[config.mk]
export PLATFORM = sky130hd
export DESIGN_NAME = reset_bridge_stretch_flat
export DESIGN_NICKNAME = d
export VERILOG_FILES = /design/src/rtl/reset_bridge_stretch_if.sv /design/src/rtl/reset_bridge_stretch.sv /design/src/flat_wrapper.sv
export SDC_FILE = /design/constraint.sdc
export NUM_CORES = 1
export LEC_CHECK = 0
export ABC_AREA = 1
export BUFFER_PORTS_ARGS = -buffer_cell sky130_fd_sc_hd__buf_2
export CORE_AREA = 2 2 39 41
export CTS_CLUSTER_DIAMETER = 80
export DETAILED_ROUTE_END_ITERATION = 8
export DIE_AREA = 0 0 41 43
export GPL_TIMING_DRIVEN = 0
export PLACE_DENSITY_LB_ADDON = 0.25
export SLEW_MARGIN = 5
export SYNTH_ARGS = -nofsm -noshare
export SYNTH_HDL_FRONTEND = slang
export SYNTH_SLANG_ARGS = --single-unit
[constraint.sdc]
create_clock -name C -period 1.69 [get_ports C]
set_clock_uncertainty 0.2 [all_clocks]
set_input_delay 0.169 -clock C [delete_from_list [all_inputs] [get_ports C]]
set_output_delay 0.169 -clock C [all_outputs]
set_load 0.02 [all_outputs]
[src/rtl/reset_bridge_stretch_if.sv]
// reset_bridge_stretch_if: lock/request inputs and conditioned reset outputs; RST_COUNT exists only with RST_BRIDGE_COUNT_EN
interface reset_bridge_stretch_if;
  logic LOCKED;
  logic REQ;
  logic RST_OUT;
  logic RST_DONE;
`ifdef RST_BRIDGE_COUNT_EN
  logic [15:0] RST_COUNT;
  modport master (output LOCKED, REQ, input RST_OUT, RST_DONE, RST_COUNT);
  modport slave (input LOCKED, REQ, output RST_OUT, RST_DONE, RST_COUNT);
`else
  modport master (output LOCKED, REQ, input RST_OUT, RST_DONE);
  modport slave (input LOCKED, REQ, output RST_OUT, RST_DONE);
`endif
endinterface

[src/rtl/reset_bridge_stretch.sv]
// reset_bridge_stretch: async-assert/sync-release reset gated by lock and stretched; RST_BRIDGE_COUNT_EN adds RST_COUNT
module reset_bridge_stretch #(
  parameter int SYNC_STAGES    = 2,
  parameter int STRETCH_CYCLES = 16,
  parameter bit IS_C_INVERTED  = 1'b0
) (
  input logic C,
  input logic CLR,
  reset_bridge_stretch_if.slave bus
);
  localparam int CW = $clog2(STRETCH_CYCLES + 1);
  localparam logic [CW-1:0] RELOAD = CW'(STRETCH_CYCLES - 1);
  typedef enum logic [1:0] {HOLD, STRETCH, RUN} state_t;
  logic                   w_clk;
  logic                   w_hold;
  logic [SYNC_STAGES-1:0] r_chain;
  logic [1:0]             r_lock;
  state_t                 r_state;
  logic [CW-1:0]          r_cnt;
  logic                   r_rst_out;
  logic                   r_rst_done;
  assign w_clk  = C ^ IS_C_INVERTED;
  assign w_hold = r_chain[SYNC_STAGES-1] | ~r_lock[1];
  // release chain: zeros walk in once CLR drops, so release is synchronous to C
  always_ff @(posedge w_clk or posedge CLR)
    if (CLR) r_chain <= '1;
    else r_chain <= r_chain << 1;
  // two-flop synchronizer for the asynchronous lock indication
  always_ff @(posedge w_clk or posedge CLR)
    if (CLR) r_lock <= 2'b00;
    else r_lock <= {r_lock[0], bus.LOCKED};
  // HOLD/STRETCH/RUN sequencer; hold conditions override everything, REQ restarts the stretch
  always_ff @(posedge w_clk or posedge CLR)
    if (CLR) begin
      r_state    <= HOLD;
      r_cnt      <= '0;
      r_rst_out  <= 1'b1;
      r_rst_done <= 1'b0;
    end else begin
      r_rst_done <= 1'b0;
      if (w_hold) begin
        r_state   <= HOLD;
        r_rst_out <= 1'b1;
      end else if (r_state == HOLD || (r_state == RUN && bus.REQ)) begin
        r_state   <= STRETCH;
        r_cnt     <= RELOAD;
        r_rst_out <= 1'b1;
      end else if (r_state == STRETCH) begin
        if (bus.REQ) r_cnt <= RELOAD;
        else if (r_cnt == '0) begin
          r_state    <= RUN;
          r_rst_out  <= 1'b0;
          r_rst_done <= 1'b1;
        end else r_cnt <= r_cnt - CW'(1);
      end
    end
  assign bus.RST_OUT  = r_rst_out;
  assign bus.RST_DONE = r_rst_done;
`ifdef RST_BRIDGE_COUNT_EN
  logic [15:0] r_count;
  // saturating count of resets re-entered from RUN (soft request or lock loss)
  always_ff @(posedge w_clk or posedge CLR)
    if (CLR) r_count <= '0;
    else if (r_state == RUN && (w_hold || bus.REQ) && r_count != 16'hFFFF) r_count <= r_count + 16'd1;
  assign bus.RST_COUNT = r_count;
`endif
endmodule

[src/flat_wrapper.sv]
// flat-port wrapper written by rule: the top's interface ports become plain ports
module reset_bridge_stretch_flat 
#(
  parameter int SYNC_STAGES    = 2,
  parameter int STRETCH_CYCLES = 16,
  parameter bit IS_C_INVERTED  = 1'b0
)
  (C, CLR, bus_LOCKED, bus_REQ, bus_RST_OUT, bus_RST_DONE);
  reset_bridge_stretch_if bus_i ();
  input logic C;
  input logic CLR;
  input wire logic [$bits(bus_i.LOCKED)-1:0] bus_LOCKED;
  input wire logic [$bits(bus_i.REQ)-1:0] bus_REQ;
  output wire logic [$bits(bus_i.RST_OUT)-1:0] bus_RST_OUT;
  output wire logic [$bits(bus_i.RST_DONE)-1:0] bus_RST_DONE;
  assign bus_i.LOCKED = bus_LOCKED;
  assign bus_i.REQ = bus_REQ;
  assign bus_RST_OUT = bus_i.RST_OUT;
  assign bus_RST_DONE = bus_i.RST_DONE;
  reset_bridge_stretch #(.SYNC_STAGES(SYNC_STAGES), .STRETCH_CYCLES(STRETCH_CYCLES), .IS_C_INVERTED(IS_C_INVERTED)) u_core (.C(C), .CLR(CLR), .bus(bus_i));
endmodule
# After elaboration in Yosys (flattened, before gate mapping)
# Index checks and enable logic that the tools add are counted.
dict set report word_totals {
  register_bits 13
  elab_cells 42
}
dict set report op_classes {
  add_sub_neg 1
  n_eq_ne 4
  n_mux 19
  bitwise 3
  n_reduce_logical 9
}
# op n
set ops {}
lappend ops {{$mux W5} 4}
lappend ops {{$mux W1} 10}
lappend ops {{$mux W2} 5}
lappend ops {{$reduce_and A3 Y1} 2}
lappend ops {{$reduce_bool A3 Y1} 2}
lappend ops {{$logic_not A5 Y1} 1}
lappend ops {{$sub A5 B1 Y5 const B} 1}
lappend ops {{$ne A3 B1 Y1 const B} 1}
lappend ops {{$ne A3 B2 Y1 const B} 1}
lappend ops {{$eq A2 B1 Y1 const B} 1}
lappend ops {{$eq A2 B2 Y1 const B} 1}
lappend ops {{$logic_not A2 Y1} 1}
lappend ops {{$not A1 Y1} 2}
lappend ops {{$reduce_bool A2 Y1} 1}
lappend ops {{$logic_and A1 B1 Y1} 1}
lappend ops {{$logic_or A1 B1 Y1} 1}
lappend ops {{$or A1 B1 Y1} 1}

# Longest topological paths before layout
# Gate-level depths: netlist (run 1).
dict set report depth {
  word_depth 6
  mapped_depth 8
  mapped_depth_nobuf 8
}

# Worst setup path after synthesis (run 1)
# OpenSTA, ideal clock, no wires.
dict set report synth_timing {
  kind {register -> register}
  startpoint {register u_core.r_cnt[0]}
  endpoint {register u_core.r_state[1]}
  arrival_ns 1.100
  path_slack_ns 0.317
  path_stages_with_launch 6
  cell_sequence {dfrtp_1 > inv_1 > ha_1 > nand3_2 > or2_4 > a21oi_2}
}
dict set report synth_via {
  elab_chain_len 3
}
# element line
set synth_lines {}
lappend synth_lines {{from (decl)} reset_bridge_stretch.sv:19} ;# logic [CW-1:0] r_cnt;
lappend synth_lines {{from (signal assigned)} reset_bridge_stretch.sv:54} ;# end else r_cnt <= r_cnt - CW'(1);
lappend synth_lines {{$logic_not A5 Y1} reset_bridge_stretch.sv:50} ;# else if (r_cnt == '0) begin
lappend synth_lines {{$reduce_bool A3 Y1 (no source line)} n/a}
lappend synth_lines {{$reduce_and A3 Y1 (no source line)} n/a}
lappend synth_lines {{to (signal assigned)} reset_bridge_stretch.sv:42} ;# r_state <= HOLD;
lappend synth_lines {{to (signal assigned)} reset_bridge_stretch.sv:45} ;# r_state <= STRETCH;
lappend synth_lines {{to (signal assigned)} reset_bridge_stretch.sv:51} ;# r_state <= RUN;
lappend synth_lines {{to (decl)} reset_bridge_stretch.sv:18} ;# state_t r_state;
# Every way passes these cells.
# A chain may end at the register's enable or synchronous reset.

# Final worst setup path (run 1)
# Same ends and word-level chain as after synthesis.

==> results list, run 1 <==
- The flow ran to the end, and the final reports show no timing, DRC or antenna violations.
- Overall Global Routing Usage: 13.38%
- Leading register cell type out of synthesis: dfrtp_1
* Timing-limited maximum frequency: ~670 MHz
* Routability cong.: 0.8110
* Clock network latency to the later pin of the worst-skew pair: 0.27 ns
- Once detailed placement completed, the half-perimeter wirelength came to 717.6 um.
- The Yosys step of the flow raised 0 warnings.
- Area of the multi-input gates: 242.7 sq um
- The die is 41 um wide.
* Placed instance area: between 600 and 700 sq um
- Required time worst endpoint: approximately 1.7 ns
* Proportion of power drawn by combinational gates: 13.3%
- CTS tree: built
* Number of clock sinks seen by CTS: 13
- After global routing the overflow that remains totals 0.
- For this design the total switching power over the nets is 0.0001637 W.
- Summing all non-filler instances in the final layout gives an area of roughly 720 sq um.
- Final hold violation count: 0
* Maximum capacitance violations: 0
- The tree is rooted in a clkbuf_4.
* Count of boundary I/O pins: 6
- The first global-routing pass estimated ~1500 um of wire.
* Longest Clk Path Bufs: 2
* Share of flip-flops with an asynchronous set or reset after synthesis: 100.0%
- Sequential cell area: 329.1 sq um
- Total vias in the final route: 459
- Sequential power share: 56.0%
- # nets final: between 80 and 90
* Total nets after synthesis: 77
* Cell total after placement: 93
* Height of the chip: roughly 43 um
* Startpoint of the worst-slack reg-to-reg timing path: u_core.r_cnt[0]$_DFFE_PP0P_
- Signed area change from the synthesized netlist to the final layout: 14.63%
* Setup Fix Bufs, Post-CTS: 0
* Share of final-layout standard cells stronger than drive strength 1: 27.71%
- The synthesized netlist contains 22 unique library cells.
* Maximum number of pins on one net before global-route repair: 14
* Fraction of power consumed by the clock network: 30.7%
- The first routing iteration left 10 violations.
* PnR worst setup slack: 0.2025 ns
- The pre-antenna-repair detailed-routing pass consisted of 4 iterations.
- The number of clock buffers added by TritonCTS is 3.
- CTS clk-pin slew, worst paths: 0.08 ns
* Number of buffers added on ports: 5
- Most area-hungry cell type in the Yosys netlist: dfrtp_1
- Share of the cycle needed by the critical path after routing: 88.02%
- Hold is met by 0.06297 ns.
- Ant diodes: 0
- Power per unit of standard cell area: 865.0 nW/um^2
* Fraction of post-synthesis cell area in the top cell type by area: between 40 and 50%
- The worst setup path is launched from a register.
- After synthesis, the cell types taking the most area are dfrtp_1 40%, dfstp_2 13%, nand2_1 13%, inv_1 6.0%, nand3_4 2.8%.
* Static power due to leakage: roughly 0.36 nW
* Antenna violations before repair: 0
- Of the synthesized area, sequential elements account for 52.71%.
- Post-route non-filler standard cell count: a little under 100
* Min-delay worst type: in2reg
* Synthesis-stage register bit count: 13
* RSZ-0062 raised after global routing: no
* Destination of the critical timing path: u_core.r_state[1]$_DFFE_PP0P_
- The worst setup path is captured at a register.
* CP Class: reg2reg
- After routing, the total negative slack on setup checks comes to 0 ns.
- Internal power comes to 0.0004554 W.
- In this run the critical register-to-register path is captured at u_core.r_state[1]$_DFFE_PP0P_.
* Starting density of the core: 45.12%
* Post-Syn Area per Cell: 8.672 sq um
* Signal arrival time at the worst endpoint: 1.49 ns
- Post-detailed-route DRC marker count: 0
- Average via count per standard cell: around 4.6
* Number of enable-type register cells in the synthesized netlist: 0
- The most critical setup path has its startpoint at u_core.r_cnt[0]$_DFFE_PP0P_.
- H-tree levels: 1
- Number of global-route vias before repair: 398
* Final critical-path required period: 1.487 ns
* Post-Synthesis Cell Area: 624.3 sq um
* Depth of the worst register-to-register path: 5
- The floorplan step defined a die boundary enclosing 1763 sq um.
- Pre-CTS WS: between 0.2 and 0.25 ns
* Finish-stage setup viols: 0
* ANT nets after route: 0
- Of all nets on the critical path, the largest fanout is 4.
* Cell row count: 14
* Routed Wire Length: 976 um
- Total core area: approximately 1400 sq um
* Count of filler cells inserted in the layout: 130
- Worst-case vdd ir drop: just under 500 uV
- Of the total power, the share spent switching nets is a little over a quarter.
- Number of max-slew violations in the final report: 0
* Internal reg-to-reg setup slack: 0.20 ns
- Cell count after synthesis: slightly above 70
* Per-cell routed wire length: 9.859 um
-- layer usage --
| metal | vias up | track usage (%) | wire length [um] |
|---|---|---|---|
| li1 | 240 | - | - |
| met3 | 4 | 3.141 | 30 |
| met5 | - | 0 | 0 |
| met2 | 8 | 18.75 | 468 |
| met1 | 207 | 17.01 | 449 |
| met4 | 0 | 10.00 | 27 |
-- logic make-up (layout without fill, tap and decap cells) --
| family | Yosys count | in the layout | share of synthesized area, % |
|---|---|---|---|
| adders and majority gates | 1 | 1 | 2.004 |
| AOI/OAI and AO/OA | 7 | 7 | 7.216 |
| xor gates and xnor gates | 1 | 1 | 1.403 |
| other | 1 | 1 | 0.6006 |
| buffers and inverters | 14 | 25 | 8.417 |
| DFF | 13 | 13 | 52.71 |
| and+or+nand+nor | 35 | 35 | 27.66 |
-- flip-flops by register name (all words and copies together), names as in the netlist --
signal               flops
u_core.bus.RST_OUT       1
u_core.r_lock            2
u_core.r_chain           2
u_core.bus.RST_DONE      1
u_core.r_state           2
u_core.r_cnt             5
-- critical path, cell delays in order, from the launching register on --
cell     delay, ns
dfrtp_1       0.39
inv_1         0.10
ha_1          0.24
nand3_2       0.13
or2_4         0.25
a21oi_2       0.11
-- power groups by stage --
stage	Sequential [W]	Combinational [W]	Clock, W
finish	0.000347	0.0000822	0.000190
global route	0.000350	0.0000948	0.000212
CTS	0.000347	0.0000833	0.000197
detailed placement	0.000353	0.0000792	0
global placement	0.000352	0.0000766	0
floorplan	0.000350	0.0000631	0
-- layout by cell type (no fill, tap or decap), types with 2 or more instances in the layout --
cell type,n
nor2_2,2
clkbuf_4,3
dfrtp_1,10
nand3_1,3
o21ai_1,2
buf_2,5
inv_2,4
dfstp_2,3
a21oi_1,2
dlygate4sd3_1,2
nor2_1,3
inv_1,10
nand2_1,21
-- cell type report --
class	instances	area share, %
Inverter	14	7.343
Clock buffer	4	3.671
Sequential cell	13	45.98
Multi-Input combinational cell	45	33.92
Timing Repair Buffer	7	6.294
Tap cell	16	2.797
-- synthesized netlist by cell type (2+ instances only) --
cell type / instances
nand2_1: 21
dfrtp_1: 10
inv_1: 10
inv_2: 4
dfstp_2: 3
nand3_1: 3
nor2_1: 3
a21oi_1: 2
nor2_2: 2
o21ai_1: 2
-- worst min path at each step --
stage,cells past startpoint,slack (ns),endpoint,from
3_3_place_gp,2,0.01,u_core.r_lock[0]$_DFF_PP0_,CLR
5_1_grt,5,0.1,u_core.r_cnt[2]$_DFFE_PP0P_,bus_REQ
6_report,5,0.06,u_core.r_cnt[2]$_DFFE_PP0P_,bus_REQ
2_1_floorplan,1,-0.16,u_core.bus.RST_DONE$_DFF_PP0_,CLR
4_1_cts,5,0.06,u_core.r_cnt[2]$_DFFE_PP0P_,bus_REQ
3_5_place_dp,2,0.01,u_core.r_lock[0]$_DFF_PP0_,CLR
-- per-stage QoR --
stage          power [W]  util [%]
2_1_floorplan  0.0004133         -
3_3_place_gp   0.0004290     48.37
3_5_place_dp   0.0004323     48.37
4_1_cts        0.0006274     51.72
5_1_grt        0.0006569     51.72
6_report       0.0006191     51.72
-- repair_timing --
item / CTS / global route
endpoints found under the hold margin: 11 / 0
gates resized for setup: 0 / 0
hold buffers: 2 / 0
No activity file was read; power rests on OpenSTA's default activity.
==> inputs of run 2 (changes only) <==
Settings changed: HOLD_SLACK_MARGIN set to 0.12.
==> run 2 against run 1 <==
Net effect:
- sequential share of layout area is 0.63 points lower
- register-to-register slack hardly changed
- power is 0.28% higher
- highest routed layer unchanged
==> results list, run 2 (synthesis results as in run 1) <==
* Maximum number of pins on one net before global-route repair: 14 (unchanged)
- Maximum capacitance violations: 0 (unchanged)
- The number of global-route vias before repair came to 398 (unchanged).
- The share of the clock period used by the worst path after layout came to 88.02% (unchanged).
- The launch instance of the worst min-delay path is u_core.r_lock[0]$_DFF_PP0_ (was bus_REQ).
* Antenna violations before repair: 0 (unchanged)
* Total negative setup slack: 0 ns (unchanged)
* Hold path cells: 0 (was 5)
- The final weighted congestion in routability-driven placement is 0.8110 (unchanged).
- The number of cells in the finished layout apart from fillers is 100 (was 99).
* Category of the worst setup path launch point: register (unchanged)
- Reg2reg end: u_core.r_state[1]$_DFFE_PP0P_ (unchanged)
* Sequential cell area: 329.1 sq um (unchanged)
- Largest register FFs: 5 (unchanged)
* CTS clk-pin slew, worst paths: 0.08 ns (about the same)
- Worst-case vdd ir drop: 489.2 uV (about the same)
* Hold buffers post-CTS: 3 (was 2)
* Inserted Clock Buffers: 3 (unchanged)
* Most common cell after layout, fill and taps aside: nand2_1 (unchanged)
- Total core area: 1384 sq um (unchanged)
- ANT nets after route: 0 (unchanged)
* Maximum fanout count along the critical path: 4 (unchanged)
- The post-CTS setup buffer count came to 0 (unchanged).
* Depth of the worst register-to-register path: 5 (unchanged)
- CTS tree: built (unchanged)
- The cell chosen for the clock root is clkbuf_4 (unchanged).
- The count of TritonRoute iterations in the first routing pass is 4 (unchanged).
- DR iter-0 viols: 10 (unchanged)
* Routed Wire Length: 980 um (was 976 um)
- Most used cells in the layout excluding fill and tap cells: 21 x nand2_1, 10 x inv_1, 10 x dfrtp_1 (unchanged)
- Share of final-layout standard cells stronger than drive strength 1: 27.38% (was 27.71%)
* Overall Global Routing Usage: 13.38% (unchanged)
- Per-cell routed wire length: 9.800 um (was 9.859 um)
- Min-delay worst type: reg2reg (was in2reg)
* Height of the chip: 43 um (unchanged)
- The number of cells after detailed placement is 93 (unchanged).
* Timing startpoint of the critical path: u_core.r_cnt[0]$_DFFE_PP0P_ (unchanged)
* Static power due to leakage: 0.3663 nW (was 0.3621 nW)
- Proportion of power drawn by combinational gates: 13.5% (was 13.3%)
* CP Class: reg2reg (unchanged)
* # nets final: 90 (was 89)
- The fill cell instance count of the final layout was 129 (was 130).
- Kind of capture point of the worst setup path: register (unchanged)
* Fraction of power consumed by the clock network: 30.6% (was 30.7%)
* Longest Clk Path Bufs: 2 (unchanged)
- Average via count per standard cell: 4.610 (was 4.636)
- Cell row count: 14 (unchanged)
- Power per unit of standard cell area: 855.5 nW/um^2 (was 865.0 nW/um^2)
* Die X-Extent: 41 um (unchanged)
- RSZ-0062 raised after global routing: no (unchanged)
- Highest-delay cell along the critical path: dfrtp_1 (unchanged)
- The power consumption is 0.0006208 W (was 0.0006191 W).
* Register with the most flip-flops: u_core.r_cnt (unchanged)
- The multi-input logic area is 242.7 sq um (unchanged).
- The worst path arrival time is 1.49 ns (about the same).
- Startpoint of the worst-slack reg-to-reg timing path: u_core.r_cnt[0]$_DFFE_PP0P_ (unchanged)
* Internal Pwr Total: 0.0004569 W (was 0.0004554 W)
- The fraction of power spent switching nets is 26.40% (was 26.44%).
- The effective utilization at floorplan came to 45.12% (unchanged).
* Timing-limited maximum frequency: 672.3 MHz (unchanged)
* Switching power total: 0.0001639 W (was 0.0001637 W)
* Number of max-slew violations in the final report: 0 (unchanged)
- Endpoint, Worst Hold: u_core.r_lock[1]$_DFF_PP0_ (was u_core.r_cnt[2]$_DFFE_PP0P_)
- Count of boundary I/O pins: 6 (unchanged)
* Resized Gates After CTS: 0 (unchanged)
- The deepest level of the CTS H-tree is 1 (unchanged).
- Number of buffers added on ports: 5 (unchanged)
- Post-detailed-route DRC marker count: 0 (unchanged)
- The total overflow reported by the global router is 0 (unchanged).
- The post-DP HPWL is 717.6 um (unchanged).
- Final critical-path required period: 1.487 ns (unchanged)
- The latest clock arrival within the worst-skew pair was 0.27 ns (about the same).
- The endpoint required time on the critical path came to 1.70 ns (about the same).
- Critical path, cell by cell: inv_1, ha_1, nand3_2, or2_4, a21oi_2 (unchanged)
- Die outline area: 1763 sq um (unchanged)
- First-pass GRT wire length: 1531 um (unchanged)
* Fraction of the core area covered by cells at the end of the flow: 52.44% (was 51.72%)
* Result of the run: finished, final reports clean (unchanged)
- Finish-stage setup viols: 0 (unchanged)
- Sequential power share: 55.9% (was 56.0%)
- Largest stage delay on the critical path: 0.39 ns (about the same)
* Final hold violation count: 0 (unchanged)
* Total vias in the final route: 461 (was 459)
- The antenna diode instance count came to 0 (unchanged).
- The number of sinks handled by clock tree synthesis is 13 (unchanged).
- Signed area change from the synthesized netlist to the final layout: 16.23% (was 14.63%)
- The internal reg-to-reg setup slack was 0.20 ns (about the same).
-- run 2: cell types whose count changed in the layout (fill, tap and decap cells not counted), sizes merged --
| cell | change |
|---|---|
| dlygate4sd3 | +1 |
-- run 2: metal layers --
| layer | up-vias | GRT usage [%] | part of all wire [%] |
|---|---|---|---|
| li1 | 242 | - | - |
| met1 | 207 | 17.01 | 47 |
| met2 | 8 | 18.75 | 48 |
| met3 | 4 | 3.141 | 3.1 |
| met4 | 0 | 10.00 | 2.8 |
| met5 | - | 0 | 0 |
-- run 2: final cells by class --
| type | instances | area share, % |
|---|---|---|
| tap | 16 | 2.759 |
| inverter | 14 | 7.241 |
| sequential | 13 | 45.34 |
| clock buffer | 4 | 3.621 |
| timing repair buffer | 8 | 7.586 |
| multi-input combinational | 45 | 33.45 |
-- run 2: worst max path at each step --
stage	end	cells past startpoint	slack [ns]
floorplan	u_core.r_state[1]$_DFFE_PP0P_	5	0.32
global placement	u_core.bus.RST_OUT$_DFFE_PP1P_	6	0.25
detailed placement	u_core.bus.RST_DONE$_DFF_PP0_	5	0.23
CTS	u_core.r_state[1]$_DFFE_PP0P_	5	0.20
global route	u_core.r_cnt[1]$_DFFE_PP0P_	8	0.09
finish	u_core.r_state[1]$_DFFE_PP0P_	5	0.20
-- run 2: worst max-delay path: cells and delay by family (launching register included) --
kind                       cells  cell delay, ns
buffers and inverters          1            0.10
AOI/OAI and AO/OA              1            0.11
DFF                            1            0.39
and+or+nand+nor                2            0.38
adders and majority gates      1            0.24
-- run 2: power by group through the flow --
stage	combinational [W]	sequential [W]	clock [W]
finish	0.0000839	0.000347	0.000190
global route	0.0000967	0.000350	0.000212
CTS	0.0000851	0.000347	0.000197
detailed placement	0.0000792	0.000353	0
global placement	0.0000766	0.000352	0
floorplan	0.0000631	0.000350	0
-- run 2: through the flow --
stage / instance area (sq um) / setup WS [ns] / hold slack (ns)
5_1_grt: 725.7 / 0.08716 / 0.1672
4_1_cts: 725.7 / 0.2016 / 0.1575
3_3_place_gp: 669.4 / 0.2474 / 0.01315
3_5_place_dp: 669.4 / 0.2271 / 0.01446
6_report: 725.7 / 0.2025 / 0.1549
2_1_floorplan: 624.3 / 0.3167 / -0.1562
==> inputs of run 3 (changes only) <==
Settings changed: CELL_PAD_IN_SITES_DETAIL_PLACEMENT set to 2, CELL_PAD_IN_SITES_GLOBAL_PLACEMENT set to 2, CORE_AREA 2 2 39 41 to not set, CORE_UTILIZATION set to 33, DIE_AREA 0 0 41 43 to not set.
==> run 3 against run 2 <==
Net effect:
- wire length rose by 52%
- first-iteration DRC count decreased by 60%
- core utilization is 10 points lower
- maximum frequency shrank 5.5%
- worst hold slack barely moved
- global-route usage increased by 5.1 points
- final cell count up 9.0%
- via count increased by 7.6%
- power up 3.3%
- clock power is 6% higher
- die area rose by 17%
- sequential power hardly changed
==> results list, run 3 (synthesis results as in run 1) <==
* Routability cong.: 0.7315 (was 0.8110)
* Number of buffers added on ports: 5 (unchanged)
- The number of cells after detailed placement was 102 (was 93).
- The number of sinks handled by clock tree synthesis was 13 (unchanged).
- Final critical-path required period: 1.574 ns (was 1.487 ns)
- The die area was 2070 sq um (was 1763 sq um).
- RSZ-0062 raised after global routing: no (unchanged).
- Maximum fanout count along the critical path: 4 (unchanged)
* Transition time of the tightest slew-check pin: between 0.5 and 0.6 ns
* Finish-stage setup viols: 0 (unchanged)
* Die X-Extent: 45.50 um (was 41 um)
* Post-detailed-route DRC marker count: 0 (unchanged)
- The post-DP HPWL is 1108 um (was 717.6 um).
- The area growth from synthesis to final layout is 18.04% (was 16.23%).
- The detail-routed net length per standard cell is 13.69 um (was 9.800 um).
* Most common cell after layout, fill and taps aside: nand2_1 (unchanged)
* Maximum number of pins on one net before global-route repair: 14 (unchanged)
- Antenna violations before repair: 0 (unchanged)
* Congestion Overflow GR: 0 (unchanged)
- Pre-Repair DR Iteration Count: 2 (was 4)
* CP Class: reg2reg (unchanged)
* DR iter-0 viols: 4 (was 10)
- In this run the tightest slew margin relative to its limit is approximately two thirds.
* First-pass GRT wire length: 2428 um (was 1531 um)
- The all-layer global routing usage is 18.47% (was 13.38%).
- The type of element launching the critical path is a register (unchanged).
- Signal arrival time at the worst endpoint: 1.59 ns (was 1.49 ns)
- Number of global-route vias before repair: 558 (was 398)
- The power density relative to cell area came to 870.3 nW/um^2 (was 855.5 nW/um^2).
- H-tree levels: 1 (unchanged)
* Share of the cycle needed by the critical path after routing: 93.15% (was 88.02%)
- Largest register FFs: 5 (unchanged)
- Cell row count: 15 (was 14)
- CTS clk-pin slew, worst paths: 0.09 ns (was 0.08 ns)
- The floorplan die height is 45.50 um (was 43 um).
- Total core area: 1745 sq um (was 1384 sq um)
* Minimum hold slack: 0.1548 ns (was 0.1549 ns)
- The maximum count of clock buffers along a single path was 2 (unchanged).
- The static power due to leakage is 0.3663 nW (unchanged).
* # nets final: 90 (unchanged)
- The number of buffers created by CTS is 3 (unchanged).
* Register with the most flip-flops: u_core.r_cnt (unchanged)
- Count of boundary I/O pins: 6 (unchanged)
- The CTS tree is built (unchanged).
- The fill cell instance count of the final layout came to 198 (was 129).
* Clock network latency to the later pin of the worst-skew pair: 0.28 ns (was 0.27 ns)
- Required time worst endpoint: 1.70 ns (about the same)
- Final hold violation count: 0 (unchanged)
* Fraction of the core area covered by cells at the end of the flow: 42.22% (was 52.44%)
- Total vias in the final route: 496 (was 461)
- Total negative setup slack: 0 ns (unchanged)
- The routed via count divided by cell count came to 4.550 (was 4.610).
- Result of the run: finished, final reports clean (unchanged).
* Pre-CTS WS: 0.1166 ns (was 0.2271 ns)
- Share of final-layout standard cells stronger than drive strength 1: 27.38% (unchanged)
- Maximum capacitance violations: 0 (unchanged)
- The overall routed net length is 1492 um (was 980 um).
- The final critical-path setup slack was 0.1157 ns (was 0.2025 ns).
* Number of max-slew violations in the final report: 0 (unchanged)
- ANT nets after route: 0 (unchanged)
- The cell chosen for the clock root is clkbuf_4 (unchanged).
* Worst-case vdd ir drop: 445.0 uV (was 489.2 uV)
* Starting density of the core: 35.77% (was 45.12%)
- Kind of capture point of the worst setup path: register (unchanged)
- Most used cells in the layout excluding fill and tap cells: 21 x nand2_1, 10 x inv_1, 10 x dfrtp_1 (unchanged)
* Min-delay worst type: reg2reg (unchanged)
- Ant diodes: 0 (unchanged)
- The number of cells in the finished layout apart from fillers came to 109 (was 100).
- The count of cells resized by post-cts repair was 0 (unchanged).
* Timing-limited maximum frequency: 635.2 MHz (was 672.3 MHz)
## run 3: cell counts in the layout (fill, tap and decap cells not counted)
No cell type changed its count.
## run 3: worst max-delay path: stages (launching register included)
cell	delay, ns
dfrtp_1	0.41
inv_1	0.11
ha_1	0.27
nand3_2	0.14
or2_4	0.26
nor2_1	0.12
## run 3: what timing repair did
item	4_1_cts	5_1_grt
hold endpoints to repair	18	0
endpoints found under the setup margin	0	0
setup buffers	0	0
hold buffers	3	0
## run 3: layout make-up
| class | instances | area [sq um] | share of cell area, % |
|---|---|---|---|
| inverter | 14 | 52.55 | 7.131 |
| sequential | 13 | 329.1 | 44.65 |
| multi-input combinational | 45 | 242.7 | 32.94 |
| tap | 25 | 31.28 | 4.244 |
| timing repair buffer | 8 | 55.05 | 7.470 |
| clock buffer | 4 | 26.28 | 3.565 |
## run 3: worst paths after layout
path | startpoint | endpoint | slack, ns | cells after the start
max | u_core.r_cnt[0]$_DFFE_PP0P_ | u_core.bus.RST_DONE$_DFF_PP0_ | 0.12 | 5
min | u_core.r_chain[0]$_DFF_PP1_ | u_core.r_chain[1]$_DFF_PP1_ | 0.15 | 0
max reg2reg | u_core.r_cnt[0]$_DFFE_PP0P_ | u_core.bus.RST_DONE$_DFF_PP0_ | 0.12 | 5
min reg2reg | u_core.r_chain[0]$_DFF_PP1_ | u_core.r_chain[1]$_DFF_PP1_ | 0.15 | 0
max in group asynchronous | CLR | u_core.bus.RST_OUT$_DFFE_PP1P_ | 0.65 | 3
min in group asynchronous | CLR | u_core.r_state[0]$_DFFE_PP0P_ | 0.27 | 3
## run 3: stage by stage
stage               total power [W]  cell area, sq um
global placement          0.0004321             680.7
detailed placement        0.0004411             680.7
global route              0.0006751             737.0
floorplan                 0.0004133             624.3
CTS                       0.0006460             737.0
finish                    0.0006414             737.0
## run 3: power breakdown
| group | switching, W | leakage, nW | total (W) | internal [W] |
|---|---|---|---|---|
| Combinational | 0.0000577 | 0.196 | 0.0000922 | 0.0000345 |
| Sequential | 0.0000164 | 0.156 | 0.000348 | 0.000332 |
| Clock | 0.000109 | 0.0150 | 0.000201 | 0.0000917 |
| Total | 0.000183 | 0.366 | 0.000641 | 0.000458 |
## run 3: metal layers
metal  up-vias  share of wire (%)  global-route usage, %  routed length, um
li1        240                  -                      -                  -
met1       244                 40                  18.75                604
met2         7                 55                  32.57                819
met3         5                1.9                  4.762                 28
met4         0                2.7                  12.73                 40
met5         -                  0                      0                  0
